## src/rtl/booth_seq_mult_if.sv

```systemverilog
// Start/done handshake bundle for booth_seq_mult; the controller drives the master side.
// Handshake: start is accepted at a rising edge when busy=0; done pulses one cycle and p holds until the next done.
interface booth_seq_mult_if #(
    parameter int W = 8
);
    logic           start;
    logic           sgn;
    logic [W-1:0]   x;
    logic [W-1:0]   y;
    logic           busy;
    logic           done;
    logic [2*W-1:0] p;

    modport master (
        output start, sgn, x, y,
        input  busy, done, p
    );

    modport slave (
        input  start, sgn, x, y,
        output busy, done, p
    );
endinterface

```

## src/rtl/booth_seq_mult.sv

```systemverilog
// Iterative radix-4 modified-Booth multiplier, one digit per clock, 2W-bit registered product.
// Define BOOTH_SIGNED_EN to honour sgn (two's-complement mode); otherwise operands are always unsigned.
module booth_seq_mult #(
    parameter int W = 8
) (
    input  logic             clk,
    input  logic             rst_n,
    booth_seq_mult_if.slave  s,
    output logic [1:0]       o_dbg_state
);
    localparam int N  = W / 2 + 1;
    localparam int AW = 2 * W + 4;
    localparam int CW = $clog2(N + 1);

    typedef enum logic [1:0] {
        ST_IDLE = 2'd0,
        ST_RUN  = 2'd1,
        ST_DONE = 2'd2
    } state_t;

    state_t          r_state;
    logic [AW-1:0]   r_acc;
    logic [AW-1:0]   r_mcand;
    logic [W+1:0]    r_y;
    logic            r_yprev;
    logic [CW-1:0]   r_cnt;
    logic            r_busy;
    logic            r_done;
    logic [2*W-1:0]  r_p;

    logic [AW-1:0]   w_x_ext;
    logic [W+1:0]    w_y_ext;
    logic [2:0]      w_digit;
    logic [AW-1:0]   w_pp;
    logic            w_neg;
    logic [AW-1:0]   w_sum;

`ifdef BOOTH_SIGNED_EN
    assign w_x_ext = {{(W + 4){s.sgn & s.x[W-1]}}, s.x};
    assign w_y_ext = {{2{s.sgn & s.y[W-1]}}, s.y};
`else
    logic w_unused_sgn;
    assign w_unused_sgn = s.sgn;
    assign w_x_ext = {{(W + 4){1'b0}}, s.x};
    assign w_y_ext = {2'b00, s.y};
`endif

    // r_mcand already carries weight 4^i, so each digit only selects 0, X or 2X and a sign.
    assign w_digit = {r_y[1], r_y[0], r_yprev};

    always_comb begin
        w_pp  = '0;
        w_neg = 1'b0;
        case (w_digit)
            3'b001, 3'b010: w_pp = r_mcand;
            3'b011:         w_pp = {r_mcand[AW-2:0], 1'b0};
            3'b100: begin
                w_pp  = {r_mcand[AW-2:0], 1'b0};
                w_neg = 1'b1;
            end
            3'b101, 3'b110: begin
                w_pp  = r_mcand;
                w_neg = 1'b1;
            end
            default: begin
                w_pp  = '0;
                w_neg = 1'b0;
            end
        endcase
    end

    assign w_sum = r_acc + (w_neg ? ~w_pp : w_pp) + {{(AW - 1){1'b0}}, w_neg};

    always_ff @(posedge clk) begin
        if (!rst_n) begin
            r_state <= ST_IDLE;
            r_acc   <= '0;
            r_mcand <= '0;
            r_y     <= '0;
            r_yprev <= 1'b0;
            r_cnt   <= '0;
            r_busy  <= 1'b0;
            r_done  <= 1'b0;
            r_p     <= '0;
        end else begin
            case (r_state)
                ST_IDLE, ST_DONE: begin
                    r_done <= 1'b0;
                    if (s.start) begin
                        r_acc   <= '0;
                        r_cnt   <= '0;
                        r_mcand <= w_x_ext;
                        r_y     <= w_y_ext;
                        r_yprev <= 1'b0;
                        r_busy  <= 1'b1;
                        r_state <= ST_RUN;
                    end else begin
                        r_state <= ST_IDLE;
                    end
                end
                ST_RUN: begin
                    r_acc   <= w_sum;
                    r_mcand <= {r_mcand[AW-3:0], 2'b00};
                    r_y     <= {2'b00, r_y[W+1:2]};
                    r_yprev <= r_y[1];
                    r_cnt   <= r_cnt + CW'(1);
                    if (r_cnt == CW'(N - 1)) begin
                        r_p     <= w_sum[2*W-1:0];
                        r_busy  <= 1'b0;
                        r_done  <= 1'b1;
                        r_state <= ST_DONE;
                    end
                end
                default: begin
                    r_busy  <= 1'b0;
                    r_done  <= 1'b0;
                    r_state <= ST_IDLE;
                end
            endcase
        end
    end

    assign s.busy      = r_busy;
    assign s.done      = r_done;
    assign s.p         = r_p;
    assign o_dbg_state = r_state;
endmodule

```

## src/flat_wrapper.sv

```systemverilog
// flat-port wrapper written by rule: the top's interface ports become plain ports
module booth_seq_mult_flat 
#(
    parameter int W = 8
)
  (clk, rst_n, o_dbg_state, s_start, s_sgn, s_x, s_y, s_busy, s_done, s_p);
  booth_seq_mult_if #(.W(W)) s_i ();
  input  logic clk;
  input  logic rst_n;
  output logic [1:0] o_dbg_state;
  input wire logic [$bits(s_i.start)-1:0] s_start;
  input wire logic [$bits(s_i.sgn)-1:0] s_sgn;
  input wire logic [$bits(s_i.x)-1:0] s_x;
  input wire logic [$bits(s_i.y)-1:0] s_y;
  output wire logic [$bits(s_i.busy)-1:0] s_busy;
  output wire logic [$bits(s_i.done)-1:0] s_done;
  output wire logic [$bits(s_i.p)-1:0] s_p;
  assign s_i.start = s_start;
  assign s_i.sgn = s_sgn;
  assign s_i.x = s_x;
  assign s_i.y = s_y;
  assign s_busy = s_i.busy;
  assign s_done = s_i.done;
  assign s_p = s_i.p;
  booth_seq_mult #(.W(W)) u_core (.clk(clk), .rst_n(rst_n), .s(s_i), .o_dbg_state(o_dbg_state));
endmodule
```

## config.mk

```make
export PLATFORM = sky130hd
export DESIGN_NAME = booth_seq_mult_flat
export DESIGN_NICKNAME = d
export VERILOG_FILES = /design/src/rtl/booth_seq_mult_if.sv /design/src/rtl/booth_seq_mult.sv /design/src/flat_wrapper.sv
export SDC_FILE = /design/constraint.sdc
export NUM_CORES = 1
export LEC_CHECK = 0
export ABC_AREA = 1
export CAP_MARGIN = 20
export CORE_MARGIN = 2
export CORE_UTILIZATION = 51
export DETAILED_ROUTE_END_ITERATION = 6
export GPL_ROUTABILITY_DRIVEN = 0
export PLACE_DENSITY = 0.76
export SLEW_MARGIN = 0
export SYNTH_ARGS = -nofsm -noshare
export SYNTH_HDL_FRONTEND = slang
export SYNTH_SLANG_ARGS = --single-unit
```

## constraint.sdc

```tcl
create_clock -name clk -period 2.6 [get_ports clk]
set_input_delay 0.78 -clock clk [delete_from_list [all_inputs] [get_ports clk]]
set_output_delay 0.78 -clock clk [all_outputs]
set_load 0.01 [all_outputs]
```

Yosys cells after proc, flatten, opt, wreduce, memory -nomap -nowiden
Cells that the tools add are included.
W data, S select, Z words.

storage, ports and cells
  bits in registers = 74
  output and inout port bits = 20
  logic and storage cells = 53

cells by class
  add/sub/neg operators = 3
  eq/ne operators = 11
  multiplexer cells = 19
  bitwise logic cells = 1
  reductions and logical operators = 10

operators by type and width
  kind                   count
  $pmux W20 S2           3
  $mux W20               3
  $add A20 B1 Y20        1
  $add A20 B20 Y20       1
  $not A20 Y20           1
  $pmux W10 S2           1
  $eq A3 B3 Y1 const B   4
  $mux W10               1
  $reduce_and A2 Y1      4
  $eq A3 B2 Y1 const B   2
  $pmux W3 S2            1
  $mux W1                5
  $pmux W1 S2            2
  $pmux W2 S2            1
  $reduce_or A2 Y1       2
  $reduce_or A4 Y1       1
  $add A3 B1 Y3 const B  1
  $eq A3 B1 Y1 const B   1
  $mux W3                1
  $reduce_or A3 Y1       1
  $eq A2 B1 Y1 const B   1
  $eq A2 B2 Y1 const B   1
  $logic_not A2 Y1       1
  $mux W2                1
  other kinds (3)        3

Depth between registers and ports, before layout
Gate-level depths: netlist (run 1).

  depth in word-level cells = 8
  depth in mapped cells = 21
  depth with buffers taken out = 20

Least setup slack after synthesis (run 1)
No wires, ideal clock.

  kind = reg2reg
  start point = reg u_core.r_yprev
  end point = reg u_core.r_p[14], in the netlist u_core.s.p[14]
  setup time = 108 ps
  data arrival time = 2562 ps
  data required time = 2492 ps
  path slack = -70 ps
  cell stages (with the launch flop) = 17
  buffers on the path = 1
  period minus slack after synthesis = 2670 ps
  cell sequence = dfxtp_1 -> inv_1 -> ha_1 -> inv_1 -> clkbuf_1 -> o22ai_1 -> xor2_1 -> ha_1 -> a21oi_1 -> nor2_1 -> nor2_1 -> inv_1 -> a21oi_1 -> nand3_1 -> nand2_1 -> a21o_1 -> inv_1

between the ends
  longest elaborated chain between the ends = 7

ends and longest elaborated chain
  element                                                                RTL line               RTL
  start: declaration                                                     booth_seq_mult.sv:25   logic r_yprev;
  start signal: assignment                                               booth_seq_mult.sv:105  r_yprev <= r_y[1];
  $eq A3 B1 Y1, or another cell as far along                             booth_seq_mult.sv:54   case (w_digit)
  $reduce_or A4 Y1 (no source line) or $reduce_or A2 Y1 (tied branches)  n/a
  $pmux W20 S2                                                           booth_seq_mult.sv:54
  $not A20 Y20                                                           booth_seq_mult.sv:72   assign w_sum = r_acc + (w_neg ? ~w_pp : w_pp) + {{(AW - 1){1'b0}}, w_neg};
  $mux W20                                                               booth_seq_mult.sv:72
  $add A20 B20 Y20                                                       booth_seq_mult.sv:72
  $add A20 B1 Y20 *                                                      booth_seq_mult.sv:72
  end signal: assignment                                                 booth_seq_mult.sv:108  r_p <= w_sum[2*W-1:0];
  end: declaration                                                       booth_seq_mult.sv:29   logic [2*W-1:0] r_p;

Every way passes the cells marked *; elsewhere a longest branch is shown, timed or not.
A chain may end at the register's enable or synchronous reset.

Worst setup path in the final report (run 1)
  start point = reg u_core.r_y[0]
  end point = reg u_core.r_p[9], in the netlist u_core.s.p[9]

between the ends
  longest elaborated chain between the ends = 7

ends and longest elaborated chain
  element                                                                RTL line               RTL
  start: declaration                                                     booth_seq_mult.sv:24   logic [W+1:0] r_y;
  start signal: assignment                                               booth_seq_mult.sv:93   r_y <= w_y_ext;
  start signal: assignment                                               booth_seq_mult.sv:104  r_y <= {2'b00, r_y[W+1:2]};
  $eq A3 B1 Y1, or another cell as far along                             booth_seq_mult.sv:54
  $reduce_or A4 Y1 (no source line) or $reduce_or A2 Y1 (tied branches)  n/a
  $pmux W20 S2                                                           booth_seq_mult.sv:54
  $not A20 Y20                                                           booth_seq_mult.sv:72
  $mux W20                                                               booth_seq_mult.sv:72
  $add A20 B20 Y20                                                       booth_seq_mult.sv:72
  $add A20 B1 Y20 *                                                      booth_seq_mult.sv:72

Marks and branches as above.

==> summary.md, run 1 <==
| Metric | Value |
|---|---|
| Min Hold Slack | `approximately 450 ps` |
| Synthesis Warnings | `0` |
| R2r startpoint | `u_core.r_y[0]$_SDFFE_PN0P_` |
| Synthesized flop and latch total | `64` |
| Synth Area per Inst | `7.33 um2` |
| Max frequency | `0.350 GHz` |
| Initial core utilization | `53.4%` |
| IO buf count | `38` |
| GRT Resource Usage Total | `29.3%` |
| Crit-path max FO | `4` |
| Core area | `a little under 0.007 mm2` |
| Clock-pin slew on the worst setup and hold paths | `80 ps` |
| Fin crit period | `around 2900 ps` |
| Ports | `40` |
| Critical path arrival | `between 3000 and 4000 ps` |
| Inst Count DP | `approximately 660` |
| Hold Fails Final Rpt | `0` |
| Share of cells above drive strength 1 | `about two fifths` |
| WHS Path Cells | `1` |
| Post-Synthesis Cells | `503` |
| Num rows | `30` |
| DR vias | `4429` |
| Worst Setup SP | `u_core.r_y[0]$_SDFFE_PN0P_` |
| Setup violations, final | `23` |
| Max layer used | `met4` |
| Power Density | `528 mW/mm2` |
| CTS tree | `built` |
| Commonest non-fill, non-tap cell in the layout | `nand2_1` |
| Leak | `0.00251 uW` |
| ANT nets after route | `0` |
| Iter 0 DRT Violations | `512` |
| Via-to-Cell Ratio | `6.21` |
| Skew final | `between 15 and 20 ps` |
| WL met3 | `1310 um` |
| Area growth from synthesis to layout | `57.3%` |
| Vias in the first global route | `4024` |
| Multi-input logic area | `0.00284 mm2` |
| FF-to-FF path depth | `20` |
| Fin worst setup slack | `-261 ps` |
| Min-delay worst type | `flip-flop to flip-flop` |
| Critical path required time | `about 2900 ps` |
| Layout Nets | `654` |
| Max-Cap Viols | `0` |
| Met2 WL | `7250 um` |
| Initial antenna violation count | `0` |
| Maximum clock insertion buffer count | `2` |
| CP endpoint kind | `flip-flop` |
| Register area | `0.00129 mm2` |
| Worst Tran Pin Value | `534 ps` |
| Fin crit share | `110%` |
| RSZ-0062 raised after global routing | `yes` |
| Die area | `0.00793 mm2` |
| Power Total | `3060 uW` |
| Sequential share of the synthesized area | `34.7%` |
| Largest net degree at the start of global routing | `30` |
| Fin. max-slew vios | `0` |
| Hpwl dp | `6890 um` |
| Die W | `around 89 um` |
| CTS Buf Count | `9` |
| Run status | `finished, violations left` |
| Setup TNS | `-3130 ps` |
| Crit Path Category | `flip-flop to flip-flop` |
| Slew headroom | `64.3%` |
| Root Driver | `clkbuf_8` |
| CTS H-Tree Depth | `3` |
| Total grt overflow | `0` |
| DRC Markers | `0` |
| Wirelength, routed | `15000 um` |
| Worst IR Drop VDD | `0.395 mV` |
| Post-Layout Cell Count | `713` |
| ANT cells | `0` |
| Post-Syn Area | `0.00369 mm2` |
| Clock Latency Late Sink | `360 ps` |
| M1 WL | `5270 um` |
| Routed length per instance | `~21 um` |
| Worst Setup Start Kind | `flip-flop` |
| Die Y-Extent | `~90 um` |
| Failing checks | `setup timing` |
| Num Clock Sinks | `64` |
| Min-delay src | `u_core.r_cnt[2]$_SDFFE_PN0P_` |
| Fillers | `357` |
| First-pass GRT wire length | `17900 um` |
| Netlist cell types | `between 40 and 50` |
| Syn nets | `545` |
| Final core occ | `between 80% and 90%` |
| TritonRoute pass-1 iters | `7` |
| Most frequent cells in the layout | `75 x nand2_1, 62 x buf_4, 61 x dfxtp_1, 49 x inv_1, 38 x clkdlybuf4s50_1` |
-- what timing repair did --
item                                    CTS  global route
hold buffers                              0             0
gates resized for setup                  67           125
pin swaps                                36            76
gates cloned                              1             0
endpoints found under the setup margin   22            26
endpoints found under the hold margin     0             0
setup buffers                            23            20
-- sequential cells by signal (all words and copies together) (netlist names) --
signal and cells:
u_core.r_acc 16, u_core.r_y 8, u_core.s.done 1, u_core.s.busy 1, u_core.r_mcand 16, u_core.o_dbg_state 2
u_core.r_cnt 3, u_core.r_yprev 1, u_core.s.p 16
-- cell families after synthesis --
family          after synthesis  share of synthesized area [%]
buf+inv                      88                           9.74
flops                        64                           34.7
xor+xnor                     20                           4.75
fa+ha+maj                    22                           7.67
simple gates                192                           23.5
compound gates              117                           19.5
-- synth_stat cells, drive strengths merged --
library cell  number  area (um2)
nand2            111         457
inv               66         248
dfxtp             64        1280
a21oi             42         214
nor2              37         149
nand3             32         185
o21ai             24         124
ha                21         263
xor2              20         175
buf               16        78.8
o22ai             16         100
o32ai              9        78.8
o21bai             7        52.6
clkbuf             6        32.5
nor3               6        30.0
o211ai             5        42.5
a22oi              4        30.0
a211oi             3        22.5
a21o               2        15.0
a32o               2        20.0
nand3b             2        18.8
or2                2        15.0
a21boi             1        7.51
a31oi              1        6.26
and2               1        7.51
fa                 1        20.0
nand4              1        6.26
o21a               1        7.51
-- critical path, stage by stage, from the launching register on --
cell,delay (ps)
dfxtp_4,370
buf_6,130
ha_4,160
nand2_4,60
nand2_4,70
buf_6,140
a22oi_2,280
xor2_4,140
buf_6,140
ha_4,260
nand2_2,50
nor2_1,110
nand3_1,110
nand2_2,150
nand2_2,100
nand2_1,100
nand2_1,80
nand2_1,80
nand2_1,80
o211ai_2,100
inv_2,50
-- report_power, final --
| part | internal (uW) | switching (uW) |
|---|---|---|
| registers | 1020 | 47.6 |
| clock network | 468 | 434 |
| logic | 496 | 594 |
| total | 1990 | 1080 |
-- per-stage QoR --
| step | setup slack, ps | instance area (um2) |
|---|---|---|
| CTS | -72.5 | 5050 |
| finish | -261 | 5800 |
| global placement | -134 | 4410 |
| floorplan | 32.2 | 3690 |
| detailed placement | -224 | 4410 |
| global route | -380 | 5800 |
-- routing by layer --
layer | up-vias | global-route usage [%]
met5 | - | 0
met2 | 326 | 51.5
met1 | 2100 | 33.0
met3 | 133 | 7.48
li1 | 1870 | -
met4 | 0 | 14.2
-- final timing paths --
path	endpoint	slack, ps
worst max-delay path	u_core.s.p[9]$_SDFFE_PN0P_	-260
worst min-delay path	u_core.r_cnt[2]$_SDFFE_PN0P_	450
worst max register to register	u_core.s.p[9]$_SDFFE_PN0P_	-260
worst min register to register	u_core.r_cnt[2]$_SDFFE_PN0P_	450
-- cell type report --
cell class / count / area share [%]
repair buffers: 120 / 18.9
inverters: 66 / 4.49
multi-input cells: 351 / 49.0
clock buffers: 11 / 2.44
flip-flops and latches: 64 / 22.2
clock inverters: 5 / 0.970
well taps: 96 / 2.07
Note: power is estimated with default switching activity, not from simulation.
==> run 2, diff against run 1 <==
- CORE_ASPECT_RATIO: not set -> 1.2
- CORE_MARGIN: 2 -> 3
==> run 2 against run 1 <==
The flow still finishes with violations (setup timing). Count of clock-buffer cells in the layout shrank 1. Combinational power shrank 23%. Sequential power about the same. Clock power up 16%. Setup slack improved by 49 ps. Global-route usage is 4.1 points lower. Register-to-register slack improved by 50 ps. Utilization down 7.7 points. Highest routed layer unchanged. Sequential share of layout area is 2.1 points higher. Clock skew shrank 9.6 ps. Largest cell class unchanged. Via count decreased by 11%. Largest power group is now sequential cells.
==> summary.md, run 2 (synthesized netlist as in run 1, its figures left out) <==
| Metric | Value |
|---|---|
| Crit-path cells | `inv_2 > buf_6 > ha_4 > nand2_4 > nand3_4 > buf_12 > xor2_1 > ha_1 > a21oi_2 > nor2_1 > nor2_1 > nand3_2 > nand2_2 > nand2_2 > nand2_2 > nand3_1 > a21oi_1` |
| Fillers | `475` |
| M1 WL | `roughly 4300 um` |
| Num rows | `33` |
| Hold Fails Final Rpt | `0` |
| Total grt overflow | `0` |
| Fin worst setup slack | `-212 ps` |
| Max layer used | `met4` |
| Slew headroom | `72.3%` |
| Die W | `83.6 um` |
| Initial core utilization | `53.2%` |
| Hpwl dp | `6820 um` |
| WL met3 | `707 um` |
| R2r startpoint | `u_core.r_yprev$_SDFFE_PN0P_` |
| Delay-heaviest family, CP | `simple AND/OR/NAND/NOR gates` |
| Min-delay worst type | `flip-flop to flip-flop` |
| Worst IR Drop VDD | `0.412 mV` |
| ANT cells | `0` |
| Vias in the first global route | `3718` |
| Commonest non-fill, non-tap cell in the layout | `nand2_1` |
| Met2 WL | `6020 um` |
| Failing checks | `setup timing` |
| Crit Path Category | `flip-flop to flip-flop` |
| Share of cells above drive strength 1 | `about a third` |
| Clock-pin slew on the worst setup and hold paths | `around 70 ps` |
| Crit path max-delay cell type | `dfxtp_2` |
| Wirelength, routed | `11600 um` |
| Layout Nets | `640` |
| Leak | `0.00238 uW` |
| Ports | `40` |
| Worst path bufs/invs | `3` |
| CP Depth | `17` |
| Worst Setup SP | `u_core.r_yprev$_SDFFE_PN0P_` |
| Min-delay src | `u_core.r_y[6]$_SDFFE_PN0P_` |
| Root Driver | `clkbuf_8` |
| GRT Resource Usage Total | `25.2%` |
| ANT nets after route | `0` |
| Worst Setup Start Kind | `flip-flop` |
| Pre-CTS setup slack | `-133 ps` |
| Core area | `0.00694 mm2` |
| Num Clock Sinks | `64` |
| Critical path arrival | `3110 ps` |
| Largest net degree at the start of global routing | `30` |
| Routed length per instance | `16.9 um` |
| Run status | `finished, violations left` |
| CP endpoint kind | `flip-flop` |
| Skew final | `7.70 ps` |
| Die Y-Extent | `99.1 um` |
| Setup violations, final | `13` |
| Maximum clock insertion buffer count | `2` |
| CTS H-Tree Depth | `3` |
| WHS Path Cells | `2` |
| CP max stage delay | `360 ps` |
| DRC Markers | `0` |
| First-pass GRT wire length | `around 17000 um` |
| TritonRoute pass-1 iters | `6` |
| Critical path required time | `2890 ps` |
| Final core occ | `76.3%` |
| Max frequency | `0.356 GHz` |
| Crit-path most repeated cell | `nand2_2` |
| Initial antenna violation count | `0` |
| Most frequent cells in the layout | `85 x nand2_1, 61 x dfxtp_1, 59 x buf_4, 52 x inv_1, 38 x clkdlybuf4s50_1` |
| FF-to-FF path depth | `17` |
| Iter 0 DRT Violations | `302` |
| Clock Latency Late Sink | `360 ps` |
| Crit-path max FO | `7` |
| Setup TNS | `-1340 ps` |
| Worst Tran Pin Value | `415 ps` |
| IO buf count | `38` |
| Area growth from synthesis to layout | `43.6%` |
| Power Total | `2960 uW` |
| DR vias | `3954` |
| Power Density | `approximately 560 mW/mm2` |
| Die area | `around 0.0083 mm2` |
| CTS Buf Count | `9` |
| Max-Cap Viols | `0` |
| Min Hold Slack | `around 460 ps` |
| RSZ-0062 raised after global routing | `yes` |
| Fin. max-slew vios | `0` |
| Fin crit period | `between 2000 and 3000 ps` |
| CTS tree | `built` |
| Fin crit share | `108%` |
| Via-to-Cell Ratio | `5.73` |
| Hold_buf cts | `0` |
==> run 2: changes by cell type in the layout (fill, tap and decap cells not counted), moves of 4 or more <==
cell and change:
buf_6 -10, nand2_1 +10, ha_1 +8, ha_4 -8
nand2_2 -8, xor2_1 +8, xor2_4 -6, a21oi_2 +5
nor2_2 -4, o22ai_4 -4
==> run 2: per-layer routing <==
metal | track usage (%) | vias up
li1 | - | 1858
met1 | 27.5 | 1821
met2 | 47.1 | 203
met3 | 4.31 | 72
met4 | 11.8 | 0
met5 | 0 | -
==> run 2: area by class of cell <==
type	instances	area [um2]	area share, %
Multi-Input combinational cell	351	2470	46.7
Sequential cell	64	1280	24.3
Timing Repair Buffer	105	938	17.7
Inverter	66	248	4.68
Clock buffer	10	128	2.41
Tap cell	87	109	2.06
Clock inverter	6	108	2.03
Timing Repair inverter	1	7.51	0.142
==> run 2: where the power goes <==
group          internal, uW  switching [uW]
clock network           634             416
registers              1030            39.1
logic                   383             461
==> run 2: worst paths after layout <==
kind,endpoint,slack [ps]
setup / recovery,u_core.r_acc[12]$_SDFFE_PN0P_,-210
setup reg to reg,u_core.r_acc[12]$_SDFFE_PN0P_,-210
hold / removal,u_core.r_y[6]$_SDFFE_PN0P_,460
hold reg to reg,u_core.r_y[6]$_SDFFE_PN0P_,460
==> run 2: repair_timing <==
| item | CTS | global route |
|---|---|---|
| pin swaps | 28 | 41 |
| setup buffers | 10 | 7 |
| gates cloned | 2 | 0 |
| resized for setup | 54 | 64 |
| setup endpoints to repair | 20 | 26 |
==> run 2: worst reg2reg max path, delay by kind of cell (launching register included) <==
kind	cells	cell delay (ps)
AND/OR/NAND/NOR	9	1030
AO/OA/AOI/OAI	2	310
flip-flops	1	360
buffers and inverters	3	370
XOR/XNOR	1	170
adder cells (fa/ha/maj)	2	500
==> run 2: through the flow <==
stage	cell area [um2]	std cells
6_report	5300	690
3_5_place_dp	4450	655
2_1_floorplan	3690	503
5_1_grt	5300	690
3_3_place_gp	4450	655
4_1_cts	5000	683
==> run 3, diff against run 2 <==
- CELL_PAD_IN_SITES_DETAIL_PLACEMENT: not set -> 1
- CELL_PAD_IN_SITES_GLOBAL_PLACEMENT: not set -> 1
- CORE_UTILIZATION: 51 -> 37
- PLACE_DENSITY: 0.76 -> not set
- PLACE_DENSITY_LB_ADDON: not set -> 0.1
==> run 3 against run 2 <==
The flow still finishes with violations (setup timing). Largest cell class unchanged. Global-route usage shrank 1.8 points. Critical endpoint is now u_core.s.p[11]$_SDFFE_PN0P_. Worst hold slack gained 2.1 ps. Sequential share of layout area fell by 2.9 points. Total power rose by 16%.
==> summary.md, run 3 (synthesized netlist as in run 1, its figures left out) <==
| Metric | Value |
|---|---|
| Run status | `finished, violations left` |
| Failing checks | `setup timing` |
| Seq pwr share | `31.2%` |
| Register area | `between 0.001 and 0.0015 mm2` |
| Inst Count DP | `between 600 and 700` |
| Max-Cap Viols | `0` |
| TritonRoute pass-1 iters | `6` |
| Iter 0 DRT Violations | `roughly 120` |
| Die W | `97.1 um` |
| CP endpoint kind | `flip-flop` |
| Min-delay worst type | `flip-flop to flip-flop` |
| Met2 Track Usage GR | `44.7%` |
| CTS H-Tree Depth | `3` |
| Fin crit period | `2780 ps` |
| Num Clock Sinks | `64` |
| Crit Path Category | `flip-flop to flip-flop` |
| Share of cells above drive strength 1 | `41.5%` |
| Min-delay src | `u_core.r_y[4]$_SDFFE_PN0P_` |
| DR vias | `approximately 4.1k` |
| Power Density | `572 mW/mm2` |
| Setup violations, final | `21` |
| Fin. max-slew vios | `0` |
| Met1 usage | `23.6%` |
| RSZ-0062 raised after global routing | `yes` |
| IO buf count | `38` |
| Slew headroom | `a little under two thirds` |
| ANT cells | `0` |
| Routed length per instance | `21.8 um` |
| Leak | `between 0.002 and 0.003 uW` |
| Core area | `0.00961 mm2` |
| Die area | `0.0112 mm2` |
| Via-to-Cell Ratio | `around 5.6` |
| Commonest non-fill, non-tap cell in the layout | `nand2_1` |
| Critical path arrival | `3060 ps` |
| Area growth from synthesis to layout | `62.7%` |
| Busiest grt layer | `met2` |
| Clock share of power | `37.3%` |
| First-pass GRT wire length | `20500 um` |
| Fin crit share | `107%` |
| Die Y-Extent | `~120 um` |
| Critical path required time | `2890 ps` |
| Worst Setup Start Kind | `flip-flop` |
| Root Driver | `clkbuf_16` |
| Combinational power share | `between 30% and 40%` |
| Cell-internal power | `2310 uW` |
| Hpwl dp | `8150 um` |
| R2r startpoint | `u_core.r_y[0]$_SDFFE_PN0P_` |
| Initial core utilization | `38.4%` |
| GRT Resource Usage Total | `23.3%` |
| Clock-pin slew on the worst setup and hold paths | `approximately 60 ps` |
| Max frequency | `about 0.36 GHz` |
| CTS Buf Count | `9` |
| ANT nets after route | `0` |
| Largest net degree at the start of global routing | `32` |
| Sw power | `1120 uW` |
| Fin worst setup slack | `-178 ps` |
| Clock Latency Late Sink | `340 ps` |
| CTS tree | `built` |
| Skew final | `10.0 ps` |
| Multi-input logic area | `0.00291 mm2` |
| Most frequent cells in the layout | `74 x nand2_1, 68 x buf_4, 62 x dfxtp_1, 49 x inv_1, 38 x clkdlybuf4s50_1` |
| Num rows | `39` |
| Hold Fails Final Rpt | `0` |
| Maximum clock insertion buffer count | `2` |
| Final core occ | `62.4%` |
| Worst IR Drop VDD | `0.436 mV` |
| Crit-path max FO | `5` |
| Vias in the first global route | `4166` |
| Worst Tran Pin Value | `548 ps` |
| Layout Nets | `654` |
| Sw frac | `32.6%` |
| Wirelength, routed | `16100 um` |
| Ports | `40` |
| Total grt overflow | `0` |
| DRC Markers | `0` |
| Initial antenna violation count | `0` |
| Post-Layout Cell Count | `740` |
| Fillers | `about 1.1k` |
| Met3 Usage GRT | `between 3 and 4%` |
| Worst Setup SP | `u_core.r_y[0]$_SDFFE_PN0P_` |
run 3: cell count changes in the layout (fill, tap and decap cells not counted), moves of 5 or more:
cell and change:
clkbuf_8 -7, nand2_1 -11, ha_4 +10, xor2_4 +7, clkbuf_16 +9, ha_1 -10
buf_4 +9, buf_6 +5, xor2_1 -9, nand2_2 +8
run 3: power by group through the flow:
| stage | registers, uW | clock network (uW) | logic [uW] |
|---|---|---|---|
| CTS | 1060 | 1280 | 832 |
| detailed placement | 1080 | 0 | 652 |
| global placement | 1080 | 0 | 632 |
| global route | 1070 | 1330 | 1140 |
| finish | 1070 | 1280 | 1080 |
| floorplan | 1070 | 0 | 378 |
run 3: routing by layer:
layer	share of wire, %	up-vias	wire, um
li1	-	1883	-
met1	39	2051	6250
met2	53	118	8460
met3	2.9	60	467
met4	5.7	0	915
met5	0	-	0
run 3: worst max-delay path: stages (launching register included):
cell,delay [ps]
dfxtp_2,350
inv_2,60
buf_4,140
ha_4,160
nand2_4,70
nand3_4,140
buf_16,200
xor2_4,200
ha_4,290
a21oi_4,160
nor2_2,50
nor2_2,200
a21boi_4,250
nand2_1,90
nand2_2,80
nand2_2,60
a21o_1,160
inv_1,70
run 3: metrics by stage:
step                      power, uW  setup TNS, ps  setup slack [ps]  hold WS, ps  instance area [um2]
after detailed placement       1730          -2490              -237          456                 4550
final                          3430          -2050              -178          462                 6000
after global placement         1710          -1200              -168          446                 4550
after CTS                      3180          -17.2             -17.2          464                 5380
after floorplan                1450              0              32.2          428                 3690
after global routing           3550          -4470              -303          491                 6000
run 3: repair_timing:
action                     CTS  global route
pin swaps                   33            59
setup endpoints to repair   23            24
buffers inserted            14            12
resized for setup           85           106
hold buffers                 0             0
gates cloned                 1             0
run 3: worst paths after layout:
path / cells past startpoint / end / slack (ps)
setup / recovery: 17 / u_core.s.p[11]$_SDFFE_PN0P_ / -180
hold / removal: 2 / u_core.r_y[4]$_SDFFE_PN0P_ / 460
setup reg to reg: 17 / u_core.s.p[11]$_SDFFE_PN0P_ / -180
hold reg to reg: 2 / u_core.r_y[4]$_SDFFE_PN0P_ / 460
run 3: cell type report:
class / instances / area share, %
clock inverters: 5 / 0.918
multi-input cells: 351 / 48.5
inverters: 66 / 4.38
clock buffers: 11 / 4.21
well taps: 123 / 2.57
flip-flops and latches: 64 / 21.4
repair buffers: 120 / 18.0
